## config.mk

```make
export PLATFORM = sky130hd
export DESIGN_NAME = trojan_resp_capture
export DESIGN_NICKNAME = d
export VERILOG_FILES = /design/src/rtl/trojan_cap_pkg.sv /design/src/rtl/trojan_resp_fifo.sv /design/src/rtl/trojan_resp_capture.sv
export SDC_FILE = /design/constraint.sdc
export NUM_CORES = 1
export LEC_CHECK = 0
export CORE_MARGIN = 2
export CORE_UTILIZATION = 43
export CTS_CLUSTER_DIAMETER = 40
export DETAILED_ROUTE_END_ITERATION = 10
export PLACE_DENSITY_LB_ADDON = 0.25
export SLEW_MARGIN = 20
export SYNTH_ARGS = -nofsm -noshare
export SYNTH_HDL_FRONTEND = slang
export SYNTH_HIERARCHICAL = 1
export SYNTH_SLANG_ARGS = --single-unit
```

## constraint.sdc

```tcl
create_clock -name CK -period 1.45 [get_ports CK]
set_clock_uncertainty 0.1 [all_clocks]
set_input_delay 0.29 -clock CK [delete_from_list [all_inputs] [get_ports CK]]
set_output_delay 0.29 -clock CK [all_outputs]
set_load 0.05 [all_outputs]
```

## src/rtl/trojan_cap_pkg.sv

```systemverilog
// Shared types and MISR step for the trojan response-capture sequencer.
package trojan_cap_pkg;

  typedef enum logic [1:0] {
    IDLE   = 2'd0,
    SETTLE = 2'd1,
    DONE   = 2'd2
  } state_e;

  localparam int unsigned MISR_MAX_W = 64;

  // One MISR step on the low w bits: shift, fold POLY on msb, xor the response in.
  function automatic logic [MISR_MAX_W-1:0] misr_step(
    input logic [MISR_MAX_W-1:0] sig,
    input logic [MISR_MAX_W-1:0] din,
    input logic [MISR_MAX_W-1:0] poly,
    input int unsigned           w
  );
    logic [MISR_MAX_W-1:0] mask;
    logic [MISR_MAX_W-1:0] nxt;
    mask = {MISR_MAX_W{1'b1}} >> (MISR_MAX_W - w);
    nxt  = (sig << 1) & mask;
    if (((sig >> (w - 1)) & MISR_MAX_W'(1)) != '0) nxt = nxt ^ poly;
    return (nxt ^ din) & mask;
  endfunction

endpackage

```

## src/rtl/trojan_resp_fifo.sv

```systemverilog
// Small synchronous FIFO holding raw DUT responses; push when full is dropped unless popping.
module trojan_resp_fifo #(
  parameter  int unsigned W     = 1,
  parameter  int unsigned DEPTH = 4,
  localparam int unsigned AW    = (DEPTH > 1) ? $clog2(DEPTH) : 1,
  localparam int unsigned CW    = $clog2(DEPTH + 1)
) (
  input  logic         CK,
  input  logic         reset,
  input  logic         push,
  input  logic         pop,
  input  logic [W-1:0] din,
  output logic [W-1:0] dout,
  output logic         full,
  output logic         empty
);

  logic [W-1:0]  mem_q [DEPTH];
  logic [W-1:0]  mem_d [DEPTH];
  logic [AW-1:0] wr_q, wr_d, rd_q, rd_d;
  logic [CW-1:0] cnt_q, cnt_d;
  logic          wr_en, rd_en;

  assign full  = (cnt_q == CW'(DEPTH));
  assign empty = (cnt_q == '0);
  assign dout  = empty ? '0 : mem_q[rd_q];
  assign rd_en = pop & ~empty;
  assign wr_en = push & (~full | rd_en);

  always_comb begin
    mem_d = mem_q;
    wr_d  = wr_q;
    rd_d  = rd_q;
    if (wr_en) begin
      mem_d[wr_q] = din;
      wr_d = (wr_q == AW'(DEPTH - 1)) ? '0 : wr_q + AW'(1);
    end
    if (rd_en) rd_d = (rd_q == AW'(DEPTH - 1)) ? '0 : rd_q + AW'(1);
    cnt_d = cnt_q + CW'(wr_en) - CW'(rd_en);
  end

  always_ff @(posedge CK or posedge reset) begin
    if (reset) begin
      for (int i = 0; i < int'(DEPTH); i++) mem_q[i] <= '0;
      wr_q  <= '0;
      rd_q  <= '0;
      cnt_q <= '0;
    end else begin
      mem_q <= mem_d;
      wr_q  <= wr_d;
      rd_q  <= rd_d;
      cnt_q <= cnt_d;
    end
  end

endmodule

```

## src/rtl/trojan_resp_capture.sv

```systemverilog
// Multi-pattern response capture: incrementing stimulus, MISR compaction, valid/ready signature.
// Define RESP_LOG_EN to add the raw-response log FIFO.
module trojan_resp_capture
  import trojan_cap_pkg::*;
#(
  parameter  int unsigned     IN_W       = 3,
  parameter  int unsigned     OUT_W      = 1,
  parameter  int unsigned     SIG_W      = 16,
  parameter  logic [SIG_W-1:0] POLY      = SIG_W'(16'h1021),
  parameter  logic [SIG_W-1:0] SEED      = '0,
  parameter  int unsigned     NUM_PAT    = 8,
  parameter  int unsigned     SETTLE_CYC = 2,
  parameter  int unsigned     LOG_DEPTH  = 4,
  localparam int unsigned     PAT_W      = $clog2(NUM_PAT + 1)
) (
  input  logic             CK,
  input  logic             reset,
  input  logic             start,
  output logic [IN_W-1:0]  stim,
  input  logic [OUT_W-1:0] dut_out,
  output logic             busy,
  output logic             sig_valid,
  input  logic             sig_ready,
  output logic [SIG_W-1:0] sig,
  output logic [PAT_W-1:0] pat_cnt,
  output logic             log_valid,
  input  logic             log_ready,
  output logic [OUT_W-1:0] log_data,
  output logic             log_ovf
);

  localparam int unsigned      CNT_W      = (SETTLE_CYC > 1) ? $clog2(SETTLE_CYC) : 1;
  localparam logic [CNT_W-1:0] CNT_RELOAD = CNT_W'(SETTLE_CYC - 1);
  localparam logic [PAT_W-1:0] LAST_PAT   = PAT_W'(NUM_PAT - 1);

  state_e           state_q, state_d;
  logic [IN_W-1:0]  stim_q, stim_d;
  logic [SIG_W-1:0] sig_q, sig_d;
  logic [PAT_W-1:0] pat_q, pat_d;
  logic [CNT_W-1:0] cnt_q, cnt_d;
  logic             busy_q, busy_d;
  logic             sig_valid_q, sig_valid_d;
  logic             sample_c;
  logic             run_start_c;

  always_comb begin
    state_d     = state_q;
    stim_d      = stim_q;
    sig_d       = sig_q;
    pat_d       = pat_q;
    cnt_d       = cnt_q;
    sample_c    = 1'b0;
    run_start_c = 1'b0;
    unique case (state_q)
      IDLE: begin
        if (start) begin
          run_start_c = 1'b1;
          state_d     = SETTLE;
          stim_d      = '0;
          sig_d       = SEED;
          pat_d       = '0;
          cnt_d       = CNT_RELOAD;
        end
      end
      SETTLE: begin
        // Last cycle of each pattern: compact the settled response.
        if (cnt_q == '0) begin
          sample_c = 1'b1;
          sig_d    = SIG_W'(misr_step(MISR_MAX_W'(sig_q), MISR_MAX_W'(dut_out),
                                      MISR_MAX_W'(POLY), SIG_W));
          pat_d    = pat_q + PAT_W'(1);
          if (pat_q == LAST_PAT) begin
            state_d = DONE;
          end else begin
            stim_d = stim_q + IN_W'(1);
            cnt_d  = CNT_RELOAD;
          end
        end else begin
          cnt_d = cnt_q - CNT_W'(1);
        end
      end
      DONE: begin
        if (sig_ready) state_d = IDLE;
      end
      default: state_d = IDLE;
    endcase
    busy_d      = (state_d == SETTLE);
    sig_valid_d = (state_d == DONE);
  end

  always_ff @(posedge CK or posedge reset) begin
    if (reset) begin
      state_q     <= IDLE;
      stim_q      <= '0;
      sig_q       <= SEED;
      pat_q       <= '0;
      cnt_q       <= '0;
      busy_q      <= 1'b0;
      sig_valid_q <= 1'b0;
    end else begin
      state_q     <= state_d;
      stim_q      <= stim_d;
      sig_q       <= sig_d;
      pat_q       <= pat_d;
      cnt_q       <= cnt_d;
      busy_q      <= busy_d;
      sig_valid_q <= sig_valid_d;
    end
  end

  assign stim      = stim_q;
  assign sig       = sig_q;
  assign pat_cnt   = pat_q;
  assign busy      = busy_q;
  assign sig_valid = sig_valid_q;

`ifdef RESP_LOG_EN
  logic log_full, log_empty, log_pop;
  logic ovf_q, ovf_d;

  assign log_pop = ~log_empty & log_ready;

  trojan_resp_fifo #(
    .W    (OUT_W),
    .DEPTH(LOG_DEPTH)
  ) u_log_fifo (
    .CK   (CK),
    .reset(reset),
    .push (sample_c),
    .pop  (log_pop),
    .din  (dut_out),
    .dout (log_data),
    .full (log_full),
    .empty(log_empty)
  );

  // Sticky overflow: a sample lost to a full log with no pop in the same cycle.
  always_comb begin
    ovf_d = ovf_q;
    if (run_start_c)                              ovf_d = 1'b0;
    else if (sample_c && log_full && !log_pop)    ovf_d = 1'b1;
  end

  always_ff @(posedge CK or posedge reset) begin
    if (reset) ovf_q <= 1'b0;
    else       ovf_q <= ovf_d;
  end

  assign log_valid = ~log_empty;
  assign log_ovf   = ovf_q;
`else
  logic unused_log;
  assign unused_log = log_ready ^ sample_c ^ run_start_c ^ 1'(LOG_DEPTH);
  assign log_valid  = 1'b0;
  assign log_data   = '0;
  assign log_ovf    = 1'b0;
`endif

endmodule

```

==> impl_metrics.tcl <==
set metrics [dict create \
    muxShareOfSynthArea_pct 2.299 \
    synth_top_area_share_pct 53.64 \
    yosysSeqAreaShare_pct 53.64 \
    max_freq_ghz 0.6353 \
    clkTransAtPathRegs_ns 0.16 \
    gp_congestion 0.7496 \
    numPlacedInstances 196 \
    antenna_found_initial 0 \
    drc_errors 0 \
    rsz0062_at_grt "true" \
    nets 190 \
    root_buffer "clkbuf_4" \
    crit_arrival_ns 1.70 \
    leakage_nw 1.032 \
    critical-path-top-delay-family "flip-flops" \
    worst-path-buf-inv 2 \
    grt_pass1_vias 1190 \
    synth_area_per_cell_sq_um 10.29 \
    yosys.area_share.simple_pct 19.06 \
    num_vias 1222 \
    synth_cell_types 26 \
    cp-startpoint "state_q[1]$_DFF_PP0_" \
    finalSetupTns_ns -1.866 \
    hold_viol_final 0 \
    postSynthCellCount 127 \
    mostFrequentLayoutCells "buf_12 (27), dfrtp_1 (21), nand2_1 (18), buf_4 (15), nand3_2 (13)" \
    final_common_cell "buf_12" \
    crit_required_ns 1.57 \
    die_w_microns 59.12 \
    maxSlewViolCount 0 \
    rows 19 \
    cp_cell_sequence "buf_4 -> nor3b_4 -> buf_6 -> o32a_1 -> mux2i_1" \
    final_cell_area_sq_mm 0.002267 \
    routed_via_density 5.764 \
    cts_inserted_buffers 3 \
    clkSinkCount 28 \
    clk_latency_ns 0.34 \
    totalWireLength_microns 3814 \
    fin_crit_ns 1.574 \
    crit_fanout 6 \
    synth_compound_area_share_pct 11.97 \
    cap_violations 0 \
    die-area_sq_mm 0.003495 \
    dpl_cell_area_sq_mm 0.002011 \
    cp-start-kind "register" \
    diodes 0 \
    dp_hpwl_microns 2249 \
    grt_max_degree 29 \
    max_stage_delay_ns 0.47 \
    ctsLongestPathBuffers 2 \
    initial_core_util_pct 46.17 \
    htree_levels 1 \
    synthXorXnorAreaFrac_pct 2.011 \
    io_buffers 29 \
    area_growth_pct 73.56 \
    end_kind "register" \
    grtUsageTotal_pct 21.89 \
    synthAdderAreaFrac_pct 1.916 \
    min_period_over_period_pct 108.6 \
    io_pins 34 \
    die_h_microns 59.12 \
    wl_per_cell_microns 17.99 \
    stdcell_count 212 \
    powerDensity_mw_per_mm2 2583 \
    ant_nets 0 \
    yosys_register_bits 28 \
    failed_checks "negative setup slack" \
    cts_hold_buffers 0 \
    syn_area_sq_mm 0.001306 \
    reg2reg_from "state_q[1]$_DFF_PP0_" \
    fp.coreArea_sq_mm 0.002829 \
    drive_above_1_share_pct 51.93 \
    crit_type "reg2reg" \
    cp_slowest_cell "dfrtp_2" \
    drt_iter0_markers 43 \
    grt-ovfl-total 0 \
    pre_cts_ws_ns -0.3712 \
    tritoncts "built" \
    grt_pass1_wl_microns 5664 \
    yosys_warnings 6 \
    status "finished with violations" \
    finalSetupViolCount 25 \
    hold-worst-slack_ns 0.1661 \
    ir_worst_vdd_mv 1.418 \
    setup_ws_ns -0.1241 \
    dr.pass1.iters 4 \
    ys_top_cells_by_area "dfrtp_1 (54%), nand3_1 (6.5%), nand2_1 (5.2%)" \
    synth_top_area_cell "dfrtp_1" \
    synth_top_family_by_area "simple AND/OR/NAND/NOR gates" \
    min_path_type "in2async" \
]
per-stage QoR:
stage | utilization (%) | power (mW)
after global routing | 80.14 | 6.130
final | 80.14 | 5.856
after global placement | 71.07 | 4.748
after CTS | 76.38 | 5.509
after floorplan | - | 3.297
after detailed placement | 71.07 | 4.863
cell usage after synthesis (all sizes together):
cell type and number:
o21ai 20, xor2 3, nor2 5, dfrtp 28
nand3 17, mux2i 3, or3b 2, a21oi 1
buf 11, nand3b 1, conb 1, a22o 3
o32a 1, ha 2, inv 4, nand4 1
a211oi 2, or3 1, nor3b 2, nor2b 1
nand2 18
routing by layer:
layer,wire (microns),GRT usage [%],up-vias
li1,-,-,537
met1,1424,26.30,623
met2,2073,37.62,48
met3,179,4.585,14
met4,136,9.740,0
met5,0,0,-
cell families after synthesis:
| family | after synthesis |
|---|---|
| flops | 28 |
| simple gates | 48 |
| fa+ha+maj | 2 |
| compound gates | 27 |
| other cells | 1 |
| buf+inv | 15 |
| mux | 3 |
| xor+xnor | 3 |
state kept, by name (all words and copies together) (netlist names):
register	count
state_q	2
pat_cnt	4
sig_valid	1
sig	16
busy	1
stim	3
cnt_q	1
repair_timing:
| action | CTS | global route |
|---|---|---|
| setup buffers | 9 | 2 |
| resized for setup | 19 | 26 |
| cloned | 0 | 1 |
| endpoints found under the setup margin | 28 | 30 |
| pin swaps | 3 | 7 |
where the power goes:
part,internal [mW],switching [mW],leakage (nW)
Sequential,1.08,0.387,0.346
Clock,0.108,0.233,0.0150
Combinational,1.94,2.11,0.671
final cells by class:
type                            count  area (sq um)
Tap cell                           31         38.79
Inverter                            4         15.01
Sequential cell                    28         709.4
Timing Repair Buffer               59         843.3
Multi-Input combinational cell     86         634.4
Fill cell                         180         561.8
Clock buffer                        4         26.28
worst paths after layout:
check / to / slack (ns) / cells after the start
setup / recovery: stim[0]$_DFFE_PP0P_ / -0.12 / 5
hold / removal: sig_valid$_DFF_PP0_ / 0.17 / 3
setup reg to reg: stim[0]$_DFFE_PP0P_ / -0.12 / 5
hold reg to reg: stim[2]$_DFFE_PP0P_ / 0.44 / 1
max in group asynchronous: sig[15]$_DFFE_PP0P_ / 0.90 / 3
min in group CK: stim[2]$_DFFE_PP0P_ / 0.44 / 1
worst register-to-register path, stage by stage (launching register included):
cell and delay, ns:
dfrtp_2 0.47, buf_4 0.16, nor3b_4 0.29, buf_6 0.17, o32a_1 0.17, mux2i_1 0.08
(Power assumes the default switching activity.)
